<file path="config.mk">
export PLATFORM = sky130hd
export DESIGN_NAME = multiword_add_seq
export DESIGN_NICKNAME = d
export VERILOG_FILES = /design/src/rtl/multiword_add_seq.sv
export SDC_FILE = /design/constraint.sdc
export NUM_CORES = 1
export LEC_CHECK = 0
export BUFFER_PORTS_ARGS = -buffer_cell sky130_fd_sc_hd__buf_4
export CAP_MARGIN = 20
export CORE_UTILIZATION = 49
export CTS_CLUSTER_DIAMETER = 200
export DETAILED_ROUTE_END_ITERATION = 16
export PLACE_DENSITY = 0.77
export RECOVER_POWER = 100
export SLEW_MARGIN = 5
export SYNTH_ARGS = -nofsm -noshare
export SYNTH_HDL_FRONTEND = slang
export SYNTH_SLANG_ARGS = --single-unit
</file>
<file path="constraint.sdc">
create_clock -name clk -period 2.7 [get_ports clk]
set_clock_uncertainty 0.15 [all_clocks]
set_input_delay 0.27 -clock clk [delete_from_list [all_inputs] [get_ports clk]]
set_output_delay 0.27 -clock clk [all_outputs]
set_load 0.01 [all_outputs]
</file>
<file path="src/rtl/multiword_add_seq.sv">
// Wide adder that reuses one N-bit slice adder across WORDS cycles, LSB slice first.
// Define MULTIWORD_ADD_SUB_EN to enable subtraction through the sub input.

module nbit_adder #(
   parameter int N = 4
) (
   input  logic [N-1:0] a,
   input  logic [N-1:0] b,
   input  logic         ci,
   output logic [N-1:0] s,
   output logic         co
);

   assign {co, s} = {1'b0, a} + {1'b0, b} + {{N{1'b0}}, ci};

endmodule

module multiword_add_seq #(
   parameter int N     = 4,
   parameter int WORDS = 4
) (
   input  logic                 clk,
   input  logic                 rst_n,
   input  logic                 in_valid,
   output logic                 in_ready,
   input  logic [N*WORDS-1:0]   a,
   input  logic [N*WORDS-1:0]   b,
   input  logic                 cin,
   input  logic                 sub,
   output logic                 out_valid,
   input  logic                 out_ready,
   output logic [N*WORDS-1:0]   sum,
   output logic                 cout,
   output logic                 busy
);

   localparam int W  = N * WORDS;
   localparam int IW = (WORDS > 1) ? $clog2(WORDS) : 1;

   typedef enum logic [1:0] {IDLE, RUN, DONE} state_t;

   state_t          state;
   state_t          state_next;
   logic [W-1:0]    a_reg;
   logic [W-1:0]    b_reg;
   logic [W-1:0]    result;
   logic [W-1:0]    result_next;
   logic            carry;
   logic [IW-1:0]   idx;
   logic            last;
   logic [N-1:0]    a_slice;
   logic [N-1:0]    b_slice;
   logic [N-1:0]    slice_sum;
   logic            slice_carry;
   logic [W-1:0]    b_load;
   logic            carry_load;

   // Subtraction is a + ~b + 1, so only the B load and the initial carry change.
`ifdef MULTIWORD_ADD_SUB_EN
   assign b_load     = sub ? ~b : b;
   assign carry_load = sub ? 1'b1 : cin;
`else
   logic unused_sub;
   assign unused_sub = sub;
   assign b_load     = b;
   assign carry_load = cin;
`endif

   assign last = (idx == IW'(WORDS - 1));

   always_comb begin
      a_slice = '0;
      b_slice = '0;
      for (int i = 0; i < WORDS; i++) begin
         if (idx == IW'(i)) begin
            a_slice = a_reg[i*N +: N];
            b_slice = b_reg[i*N +: N];
         end
      end
   end

   nbit_adder #(.N(N)) u_adder (
      .a  (a_slice),
      .b  (b_slice),
      .ci (carry),
      .s  (slice_sum),
      .co (slice_carry)
   );

   always_comb begin
      result_next = result;
      for (int i = 0; i < WORDS; i++) begin
         if (idx == IW'(i)) begin
            result_next[i*N +: N] = slice_sum;
         end
      end
   end

   always_ff @(posedge clk or negedge rst_n) begin
      if (!rst_n) begin
         state <= IDLE;
      end else begin
         state <= state_next;
      end
   end

   always_comb begin
      state_next = state;
      case (state)
         IDLE: if (in_valid)  state_next = RUN;
         RUN:  if (last)      state_next = DONE;
         DONE: if (out_ready) state_next = IDLE;
         default:             state_next = IDLE;
      endcase
   end

   // idx parks on the last slice in DONE; the next accept rewinds it.
   always_ff @(posedge clk or negedge rst_n) begin
      if (!rst_n) begin
         a_reg  <= '0;
         b_reg  <= '0;
         result <= '0;
         carry  <= 1'b0;
         idx    <= '0;
      end else begin
         case (state)
            IDLE: begin
               if (in_valid) begin
                  a_reg  <= a;
                  b_reg  <= b_load;
                  carry  <= carry_load;
                  idx    <= '0;
                  result <= '0;
               end
            end
            RUN: begin
               result <= result_next;
               carry  <= slice_carry;
               if (!last) begin
                  idx <= idx + 1'b1;
               end
            end
            default: begin
            end
         endcase
      end
   end

   assign in_ready  = (state == IDLE);
   assign out_valid = (state == DONE);
   assign busy      = (state != IDLE);
   assign sum       = result;
   assign cout      = carry;

endmodule

</file>
======== After elaboration in Yosys (flattened, before gate mapping) ========
Index checks and enable logic that the tools add are counted.
cells by class
  reductions and logical operators ........ 12
  $add $sub $neg .......................... 3
  equality and inequality tests ........... 12
  muxes and demuxes ....................... 23
operator list
  kind                                                   number
  two-way mux 4 bit                                      12
  one-hot mux 16 bit (2 select lines)                    1
  AND reduction 3 bit                                    6
  two-way mux 16 bit                                     1
  inequality test 2 bit, second input constant           6
  two-way mux 2 bit                                      5
  == test 2 bit, second input constant                   3
  one-hot mux 2 bit (3 select lines)                     1
  adder 4 x 4 -> 5 bit                                   1
  adder 5 x 1 -> 5 bit                                   1
  == test 2 x 1 -> 1 bit, second input constant          2
  logical NOT 2 bit                                      2
  one-hot mux 2 bit (2 select lines)                     1
  AND reduction 2 bit                                    2
  nonzero test 2 bit                                     2
  adder 2 x 1 -> 2 bit, second input constant            1
  inequality test 2 x 1 -> 1 bit, second input constant  1
  one-hot mux 1 bit (2 select lines)                     1
  two-way mux 1 bit                                      1
storage, ports and cells
  logic and storage cells ................. 59
  output and inout bits ................... 20
  flip-flop bits (word level) ............. 53

======== Longest topological paths before layout ========
Gate-level depths: netlist (run 1).
  depth after elaboration ................. 9
  depth in mapped cells ................... 13
  depth with buffers taken out ............ 11

======== Modules after synthesis ========
A second synthesis (run 1) with hierarchy kept.
second synthesis, totals
  cell total of the unflattened synthesis .. 230
  area, all modules ....................... 2698.8 µm²
by module, submodules not included
  module             instances  cells an instance  area an instance (µm²)  sequential area each (µm²)
  multiword_add_seq  1          214                2555.0                  1326.3
  nbit_adder         1          16                 143.9                   0.0

======== Least setup slack after synthesis (run 1) ========
No wires, ideal clock.
  path kind ............................... reg2reg
  from .................................... register idx[0]
  to ...................................... register result[14], in the netlist sum[14]
  period minus slack after synthesis ...... 2.747 ns
  required time ........................... 2.432 ns
  stages on the path, launching flop included .. 13
  slack ................................... -0.047 ns
  arrival time ............................ 2.479 ns
  cells stage by stage .................... dfrtp_1 -> inv_1 -> ha_1 -> buf_2 -> buf_2 -> a21oi_1 -> o21ai_1 -> a22o_1 -> fa_1 -> inv_1 -> fa_1 -> xor2_1 -> a2bb2o_4
between the ends
  longest elaborated chain between the ends .. 9
  elaborated cells between the ends (all ways) .. 18
  classes of those cells .................. add/sub (2); eq/ne (4); mux (10); reduce/logical (2)
RTL lines
  what                                 RTL line  text
  start, declared                      49        logic [IW-1:0] idx;
  start signal, assigned               140       idx <= idx + 1'b1;
  logical NOT 2 bit                    75        if (idx == IW'(i)) begin
  two-way mux 4 bit (4 in a row)       75
  adder 4 x 4 -> 5 bit                 14        assign {co, s} = {1'b0, a} + {1'b0, b} + {{N{1'b0}}, ci};
  adder 5 x 1 -> 5 bit                 14
  two-way mux 4 bit                    93        if (idx == IW'(i)) begin
  one-hot mux 16 bit (2 select lines)  126       case (state)
  end signal, assigned                 137       result <= result_next;
  end, declared                        46        logic [W-1:0] result;
Parallel ways exist; a longest one is shown, timed or not. The select of a mux whose other input is x is not followed.
A chain may end at the register's enable or synchronous reset.

======== Worst setup path in the final report (run 1) ========
  from .................................... register idx[1]
  to ...................................... register result[11], in the netlist sum[11]
Same word-level chain as after synthesis.

==> qor.yml, run 1 <==
status:
  status: "completed"
worst_setup_path:
  cp_cell_sequence: "inv_2 -> ha_4 -> a21oi_1 -> o21ai_2 -> a22o_1 -> fa_2 -> buf_4 -> and3_1 -> o21a_1 -> o31ai_2"
  critPathSlowestCell: "dfrtp_1"
  end_kind: "flop"
  worstSetupPathType: "flop to flop"
  crit_family: "compound AO/OA/AOI/OAI gates"
  cpPeakStageDelay_ns: 0.45
  cp.arrival_ns: 2.73
  cp.required_ns: 2.76
  path_buf_inv: 2
  cp_max_fo: 8
  critPathLaunchType: "flop"
timing:
  fin_crit_sh_pct: 98.8
  relSlewSlack_pct: 13.5
  setup_viol: 0
  rsz0062_at_grt: "true"
  tightest_slew_ns: 1.30
  slew_viol_final: 0
  timing.fmax_mhz: 375
  period_minus_slack_ns: 2.67
  hold_viol: 0
floorplan:
  num_io_pins: 58
  die_x_um: 75.2
  die-area_um2: 5650
  placementRows: 26
  start_util_pct: 51.1
  core_um2: 5140
  die_y_um: 75.2
route:
  drcViolationCount: 0
  drt-wirelength-per-cell_um: 14.4
  wl_mm: 6.11
  viasPerCell: 5.31
  first_pass_iters: 4
  ant_nets: 0
  drt_iter0_drc: 146
  via_count: 2255
cells_and_area:
  area_growth_pct: 27.8
  fin_util_pct: 65.3
  finalNetCount: 401
  final_area_um2: 3360
  diodes: 0
  drive_above_1_share_pct: 24.5
logic_synthesis:
  synthAdderAreaFrac_pct: 4.86
  synth_top_family_by_area: "simple AND/OR/NAND/NOR gates"
  async_reset_ff_share_pct: 100
  yosysMostFrequentCell: "nand2_1"
  synthCells: 284
  synth_edf_count: 0
  ys_seq_elements: 53
  synth_top_cell_area_share_pct: 50.5
  ys.flop_type: "dfrtp_1"
  ys_types: 35
  synth_compound_area_share_pct: 18.3
  synthSimpleGateAreaFrac_pct: 19.7
  muxShareOfSynthArea_pct: 0
  synth_commonest_cells: "nand2_1, dfrtp_1, a21oi_1, inv_1, o21ai_1"
  synth_seq_area_share_pct: 50.5
  synth_xor_area_share_pct: 0.334
  yosysTopAreaCell: "dfrtp_1"
  netlist_area_um2: 2630
  yosysWarnings: 0
  syn_nets: 331
  syn_area_per_cell_um2: 9.24
  synthTopCellsByArea: "dfrtp_1, nand2_1, a22o_1"
flow_run:
  max_cap_violations: 0
grt:
  grt_pass1_wl_mm: 9.48
  antenna_found_initial: 0
  grt_pass1_vias: 2105
  track_usage_pct: 22.4
  grt_max_degree: 54
  grt_overflow: 0
cts:
  htree_levels: 2
  clock-sinks: 53
  clk_pin_slew_ns: 0.09
  numCtsBuffers: 5
  cts-root-buf: "clkbuf_8"
  insertion_delay_ns: 0.30
  ctsLongestPathBuffers: 2
  cts_tree: "done"
power_and_ir_drop:
  p_clk_share_pct: 10.2
  power.leakage_nw: 1.66
  fin_total_pwr_w: 0.00478
  switching_share_pct: 42.2
  power_frac_comb_pct: 60.1
  power_switching_w: 0.00202
  power_frac_seq_pct: 29.7
  p_int_w: 0.00276
  powerDensity_nw_per_um2: 1420
  irDropWorstVdd_mv: 0.610
placed_design:
  placed_area_um2: 3150
  dp_hpwl_mm: 4.16
  place_congestion: 0.809
  port_buffers: 56
hold_path:
  hold_class: "input port to flop"
==> timing repair <==
item,4_1_cts,5_1_grt
hold buffers,6,1
setup buffers,1,2
resized for setup,3,18
setup endpoints to repair,9,9
hold endpoints to repair,58,1
pin swaps,0,13
==> worst min-delay path: stages <==
cell     delay [ns]
buf_4          0.07
nand2_1        0.04
nand2_1        0.05
==> stage by stage <==
stage | hold WS (ns) | setup WS [ns] | TNS [ns] | instances
after floorplan | -0.176 | 0.00725 | 0 | 284
after global placement | 0.190 | -0.0426 | -0.143 | 407
after detailed placement | 0.198 | -0.0597 | -0.289 | 407
after CTS | 0.000322 | 0.00796 | 0 | 422
after global routing | 0.00784 | -0.0834 | -0.201 | 425
final | 0.000974 | 0.0329 | 0 | 425
==> placed cells by master, fill, tap and decap left out, types with 3 or more instances in the layout <==
master         instances
o31ai_2                3
and3b_1                3
ha_1                   3
a21oi_1               18
inv_2                  4
nand3_1                4
dfrtp_1               52
buf_4                 56
o2bb2ai_1              7
ha_4                   3
clkbuf_1              16
clkbuf_8               7
dlygate4sd3_1          7
nor3_1                 3
nor2_1                 5
a22o_1                11
o21ai_1               17
nand3b_1               4
inv_1                 12
a22oi_1                3
nand2_1               90
==> path summary, 6_finish.rpt <==
check	from	endpoint	slack, ns	depth (start not counted)
min in group asynchronous	rst_n	state[0]	0.62	2
worst max register to register	idx[1]	sum[11]	0.03	10
max in group asynchronous	rst_n	idx[0]	0.93	2
worst max-delay path	idx[1]	sum[11]	0.03	10
worst min-delay path	b[6]	b_reg[6]	0.001	3
worst min register to register	a_reg[1]	a_reg[1]	0.33	2
==> final cells by class <==
| cell class | count | area [µm²] |
|---|---|---|
| Tap cell | 70 | 87.6 |
| Inverter | 16 | 60.1 |
| Clock buffer | 7 | 96.3 |
| Timing Repair Buffer | 80 | 556 |
| Multi-Input combinational cell | 198 | 1220 |
| Clock inverter | 1 | 5.00 |
| Fill cell | 473 | 1780 |
| Sequential cell | 53 | 1330 |
==> cells by family (layout without fill, tap and decap cells) <==
| group | Yosys count | count (layout) |
|---|---|---|
| AOI/OAI and AO/OA | 70 | 70 |
| xor gates and xnor gates | 1 | 1 |
| adders and majority gates | 9 | 9 |
| buffers and inverters | 33 | 104 |
| DFF | 53 | 53 |
| and+or+nand+nor | 118 | 118 |
==> layer usage <==
metal	track usage [%]	share of wire [%]
met1	29.2	45
met2	38.3	49
met3	3.75	4.5
met4	7.00	2.0
met5	0	0
==> power groups by stage <==
| stage | Sequential [W] | Clock (W) | Combinational (W) |
|---|---|---|---|
| after floorplan | 0.00137 | 0 | 0.00170 |
| after global placement | 0.00140 | 0 | 0.00252 |
| after detailed placement | 0.00142 | 0 | 0.00260 |
| after CTS | 0.00141 | 0.000493 | 0.00264 |
| after global routing | 0.00146 | 0.000525 | 0.00314 |
| final | 0.00142 | 0.000489 | 0.00287 |
(Power assumes the default switching activity.)
==> inputs of run 2 (changes only) <==
--- a/config.mk
+++ b/config.mk
@@ -6,12 +6,12 @@
 export NUM_CORES = 1
 export LEC_CHECK = 0
 export BUFFER_PORTS_ARGS = -buffer_cell sky130_fd_sc_hd__buf_4
-export CAP_MARGIN = 20
 export CORE_UTILIZATION = 49
 export CTS_CLUSTER_DIAMETER = 200
 export DETAILED_ROUTE_END_ITERATION = 16
 export PLACE_DENSITY = 0.77
 export RECOVER_POWER = 100
+export SETUP_SLACK_MARGIN = 0.05
 export SLEW_MARGIN = 5
 export SYNTH_ARGS = -nofsm -noshare
 export SYNTH_HDL_FRONTEND = slang
==> qor.yml, run 2 (synthesized netlist as in run 1, its figures left out) <==
status:
  status: "completed"  # unchanged
worst_setup_path:
  critPathLaunchType: "flop"  # unchanged
  cp.required_ns: 2.75  # was 2.76 ns
  cp.arrival_ns: 2.65  # was 2.73 ns
  end_kind: "flop"  # unchanged
  worstSetupPathType: "flop to flop"  # unchanged
  cp_max_fo: 10  # was 8
route:
  ant_nets: 0  # unchanged
  drt_iter0_drc: 109  # was 146
  first_pass_iters: 4  # unchanged
  drcViolationCount: 0  # unchanged
  wl_mm: 5.88  # was 6.11 mm
  via_count: 2211  # was 2255
  viasPerCell: 5.24  # was 5.31
  drt-wirelength-per-cell_um: 13.9  # was 14.4 µm
floorplan:
  placementRows: 26  # unchanged
  die_y_um: 75.2  # unchanged
  core_um2: 5140  # unchanged
  start_util_pct: 51.1  # unchanged
  die_x_um: 75.2  # unchanged
  die-area_um2: 5650  # unchanged
  num_io_pins: 58  # unchanged
cts:
  cts_tree: "done"  # unchanged
  cts-root-buf: "clkbuf_8"  # unchanged
  ctsLongestPathBuffers: 2  # unchanged
  numCtsBuffers: 5  # unchanged
  clk_pin_slew_ns: 0.09  # about the same
  htree_levels: 2  # unchanged
  clock-sinks: 53  # unchanged
  insertion_delay_ns: 0.30  # about the same
cells_and_area:
  final_cell_mix: "nand2_1, dfrtp_1, buf_4"  # was nand2_1, buf_4, dfrtp_1
  multi_input_area_um2: 1230  # was 1220 µm²
  area_growth_pct: 26.3  # was 27.8%
  finalNetCount: 399  # was 401
  mostFrequentLayoutCell: "nand2_1"  # unchanged
  drive_above_1_share_pct: 23.3  # was 24.5%
  fin_util_pct: 64.5  # was 65.3%
  final_area_um2: 3310  # was 3360 µm²
  area.sequential_um2: 1330  # unchanged
  diodes: 0  # unchanged
  nFillCells: 442  # was 473
timing:
  period_minus_slack_ns: 2.60  # was 2.67 ns
  hold_viol: 0  # unchanged
  timing.fmax_mhz: 384  # was 375 MHz
  holdWs_ns: 0.00467  # was 0.000974 ns
  slew_viol_final: 0  # unchanged
  tightest_slew_ns: 1.28  # was 1.30 ns
  fin_crit_sh_pct: 96.4  # was 98.8%
  setup_ws_ns: 0.0974  # was 0.0329 ns
  setup_viol: 0  # unchanged
  relSlewSlack_pct: 14.4  # was 13.5%
power_and_ir_drop:
  p_int_w: 0.00268  # was 0.00276 W
  power_frac_seq_pct: 30.7  # was 29.7%
  fin_total_pwr_w: 0.00463  # was 0.00478 W
  switching_share_pct: 42.1  # was 42.2%
  irDropWorstVdd_mv: 0.678  # was 0.610 mV
  power.leakage_nw: 1.63  # was 1.66 nW
  power_frac_comb_pct: 59.7  # was 60.1%
  power_switching_w: 0.00195  # was 0.00202 W
  p_clk_share_pct: 9.6  # was 10.2%
  powerDensity_nw_per_um2: 1400  # was 1420 nW/µm²
grt:
  grt_overflow: 0  # unchanged
  track_usage_pct: 22.8  # was 22.4%
  antenna_found_initial: 0  # unchanged
  grt_pass1_wl_mm: 9.74  # was 9.48 mm
  grt_max_degree: 54  # unchanged
  grt_pass1_vias: 2088  # was 2105
hold_path:
  hold_class: "input port to flop"  # unchanged
flow_run:
  max_cap_violations: 0  # unchanged
placed_design:
  placed_area_um2: 3160  # was 3150 µm²
  dp_hpwl_mm: 4.09  # was 4.16 mm
  place_congestion: 0.787  # was 0.809
  port_buffers: 56  # unchanged
  pre_cts_ws_ns: -0.0463  # was -0.0597 ns
[run 2: cell count changes in the layout (fill, tap and decap cells not counted), sizes merged]
cell / delta
clkbuf: +4
clkinv: -1
buf: -4
dlygate4sd3: -2
[run 2: final cells by class]
class / instances / share of cell area (%)
multi-input combinational: 198 / 37.1
timing repair buffer: 78 / 15.7
tap: 70 / 2.64
sequential: 53 / 40.1
clock buffer: 7 / 2.60
inverter: 16 / 1.89
[run 2: path summary, 6_finish.rpt]
path,start,to,slack (ns),depth (start not counted)
worst max-delay path,idx[1],sum[11],0.1,10
worst min-delay path,a[14],a_reg[14],0.005,3
worst max register to register,idx[1],sum[11],0.1,10
worst min register to register,a_reg[12],a_reg[12],0.33,2
max in group asynchronous,rst_n,idx[0],0.95,2
min in group asynchronous,rst_n,state[0],0.62,2
[run 2: repair_timing]
action | CTS | global route
endpoints found under the setup margin | 13 | 11
gates resized for setup | 4 | 20
hold buffers | 5 | 0
pin swaps | 1 | 1
endpoints found under the hold margin | 57 | 0
setup buffers | 2 | 0
[run 2: layer usage]
| metal | global-route usage, % | share of wire, % | up-vias |
|---|---|---|---|
| met5 | 0 | 0 | - |
| met4 | 6.79 | 2.3 | 0 |
| met3 | 3.48 | 4.8 | 16 |
| met2 | 37.9 | 48 | 73 |
| met1 | 31.0 | 45 | 1042 |
| li1 | - | - | 1080 |
[run 2: per-stage QoR]
stage / TNS, ns / instances
finish: 0 / 422
global route: -0.0104 / 422
detailed placement: -0.188 / 408
global placement: 0 / 408
floorplan: 0 / 284
CTS: 0 / 422
[run 2: power by group through the flow]
stage                     Sequential [W]  Clock (W)  Combinational [W]
final                            0.00142   0.000444            0.00277
after global placement           0.00141          0            0.00253
after global routing             0.00147   0.000486            0.00306
after detailed placement         0.00143          0            0.00260
after floorplan                  0.00137          0            0.00172
after CTS                        0.00142   0.000459            0.00265
[run 2: worst max-delay path, stage by stage, from the launching register on]
cell      delay (ns)
dfrtp_1         0.44
clkbuf_1        0.14
ha_4            0.21
buf_4           0.17
a21oi_1         0.09
o21ai_0         0.12
a22o_1          0.20
ha_1            0.26
and3_1          0.19
o21a_2          0.25
o31ai_2         0.28
==> inputs of run 3 (changes only) <==
--- a/config.mk
+++ b/config.mk
@@ -6,10 +6,10 @@
 export NUM_CORES = 1
 export LEC_CHECK = 0
 export BUFFER_PORTS_ARGS = -buffer_cell sky130_fd_sc_hd__buf_4
-export CORE_UTILIZATION = 49
+export CORE_UTILIZATION = 50
 export CTS_CLUSTER_DIAMETER = 200
 export DETAILED_ROUTE_END_ITERATION = 16
-export PLACE_DENSITY = 0.77
+export PLACE_DENSITY = 0.75
 export RECOVER_POWER = 100
 export SETUP_SLACK_MARGIN = 0.05
 export SLEW_MARGIN = 5
==> constraint.sdc (replaced) <==
create_clock -name clk -period 2.65 [get_ports clk]
set_clock_uncertainty 0.15 [all_clocks]
set_input_delay 0.265 -clock clk [delete_from_list [all_inputs] [get_ports clk]]
set_output_delay 0.265 -clock clk [all_outputs]
set_load 0.01 [all_outputs]
==> qor.yml, run 3 (synthesized netlist as in run 1, its figures left out) <==
timing:
  period_minus_slack_ns: 2.58  # was 2.60 ns
  setup_ws_ns: 0.0669  # was 0.0974 ns
  timing.fmax_mhz: 387  # was 384 MHz
  hold_viol: 0  # unchanged
  rsz0062_at_grt: "true"
  setup_viol: 0  # unchanged
  slew_viol_final: 0  # unchanged
  tightest_slew_ns: 1.28  # about the same
  relSlewSlack_pct: 14.4  # about the same
  fin_crit_sh_pct: 97.5  # was 96.4%
floorplan:
  placementRows: 26  # unchanged
  num_io_pins: 58  # unchanged
  die_y_um: 74.5  # was 75.2 µm
  die_x_um: 74.5  # was 75.2 µm
  die-area_um2: 5540  # was 5650 µm²
  core_um2: 5070  # was 5140 µm²
  start_util_pct: 51.7  # was 51.1%
cells_and_area:
  nFillCells: 447  # was 442
  final_cell_mix: "nand2_1, buf_4, dfrtp_1"  # was nand2_1, dfrtp_1, buf_4
  area_growth_pct: 34.5  # was 26.3%
  final_area_um2: 3530  # was 3310 µm²
  fin_util_pct: 69.6  # was 64.5%
  diodes: 0  # unchanged
  finalNetCount: 420  # was 399
  drive_above_1_share_pct: 23.5  # was 23.3%
  mostFrequentLayoutCell: "nand2_1"  # unchanged
  final_cell_count_no_fill: 444  # was 422
  area.sequential_um2: 1330  # about the same
  multi_input_area_um2: 1210  # was 1230 µm²
hold_path:
  hold_class: "input port to flop"  # unchanged
  holdPathStages: 3  # unchanged
grt:
  grt_overflow: 0  # unchanged
  grt_pass1_wl_mm: 9.97  # was 9.74 mm
  grt_max_degree: 54  # unchanged
  track_usage_pct: 23.9  # was 22.8%
  grt_pass1_vias: 2128  # was 2088
  antenna_found_initial: 0  # unchanged
worst_setup_path:
  worstSetupPathType: "flop to flop"  # unchanged
  end_kind: "flop"  # unchanged
  critPathLaunchType: "flop"  # unchanged
  cp_max_fo: 4  # was 10
  cp.arrival_ns: 2.64  # was 2.65 ns
  r2r_cells: 12  # was 10
  cp.required_ns: 2.71  # was 2.75 ns
route:
  viasPerCell: 5.20  # was 5.24
  drcViolationCount: 0  # unchanged
  via_count: 2308  # was 2211
  drt_iter0_drc: 159  # was 109
  wl_mm: 6.43  # was 5.88 mm
  ant_nets: 0  # unchanged
  drt-wirelength-per-cell_um: 14.5  # was 13.9 µm
  first_pass_iters: 4  # unchanged
power_and_ir_drop:
  powerDensity_nw_per_um2: 1340  # was 1400 nW/µm²
  power.leakage_nw: 1.73  # was 1.63 nW
  irDropWorstVdd_mv: 0.606  # was 0.678 mV
  fin_total_pwr_w: 0.00473  # was 0.00463 W
placed_design:
  place_congestion: 0.797  # was 0.787
  placed_area_um2: 3170  # was 3160 µm²
  dp_hpwl_mm: 4.02  # was 4.09 mm
  post-place-cells: 409  # was 408
  port_buffers: 56  # unchanged
  pre_cts_ws_ns: -0.0385  # was -0.0463 ns
cts:
  clock-sinks: 53  # unchanged
  numCtsBuffers: 5  # unchanged
  cts-root-buf: "clkbuf_8"  # unchanged
  htree_levels: 2  # unchanged
  clk_pin_slew_ns: 0.09  # about the same
  cts_tree: "done"  # unchanged
  insertion_delay_ns: 0.31  # was 0.30 ns
  ctsLongestPathBuffers: 2  # unchanged
status:
  status: "completed"  # unchanged
flow_run:
  max_cap_violations: 0  # unchanged
run 3: cell count changes in the layout (fill, tap and decap cells not counted), sizes merged:
cell and delta:
dlygate4sd3 +18, buf +4, clkbuf -1, clkinv +1
run 3: area by class of cell:
type / instances / share of cell area (%)
Clock buffer: 7 / 2.73
Clock inverter: 1 / 0.142
Inverter: 16 / 1.84
Multi-Input combinational cell: 198 / 34.4
Sequential cell: 53 / 37.6
Tap cell: 70 / 2.48
Timing Repair Buffer: 99 / 20.7
run 3: power breakdown:
| part | internal, W | leakage (nW) | total, W | switching, W |
|---|---|---|---|---|
| combinational | 0.00131 | 1.01 | 0.00278 | 0.00146 |
| sequential | 0.00118 | 0.667 | 0.00145 | 0.000271 |
| clock | 0.000237 | 0.0542 | 0.000503 | 0.000266 |
| total | 0.00273 | 1.73 | 0.00473 | 0.00200 |
run 3: routing by layer:
layer | up-vias | track usage, % | part of all wire, % | wire, µm
li1 | 1128 | - | - | -
met1 | 1101 | 31.8 | 42 | 2720
met2 | 66 | 39.4 | 51 | 3250
met3 | 13 | 4.07 | 4.8 | 309
met4 | 0 | 8.39 | 2.4 | 152
met5 | - | 0 | 0 | 0
run 3: path summary, 6_finish.rpt:
path	start	end	slack [ns]
setup / recovery	idx[1]	cout	0.07
hold / removal	b[8]	b_reg[8]	0.004
setup reg to reg	idx[1]	cout	0.07
hold reg to reg	a_reg[5]	a_reg[5]	0.34
max in group asynchronous	rst_n	idx[1]	0.90
min in group asynchronous	rst_n	sum[12]	0.61
run 3: worst max-delay path, stage by stage, from the launching register on:
cell and delay (ns):
dfrtp_2 0.48, inv_4 0.10, ha_4 0.15, buf_6 0.11, nand2_2 0.05, o21ai_2 0.13, a22o_1 0.18, fa_2 0.22
inv_2 0.04, fa_2 0.36, nor2b_1 0.12, o21ai_1 0.08, a222oi_1 0.30
run 3: through the flow:
step / hold slack (ns) / TNS (ns)
after floorplan: -0.181 / 0
after global placement: 0.189 / 0
after detailed placement: 0.189 / -0.109
after CTS: 0.00125 / 0
after global routing: 0.0150 / -0.0711
final: 0.00434 / 0
run 3: timing repair:
action | CTS | global route
pin swaps | 0 | 13
resized for setup | 2 | 23
endpoints found under the hold margin | 75 | 0
hold buffers | 23 | 0
setup endpoints to repair | 12 | 13
cloned | 0 | 0
setup buffers | 0 | 4
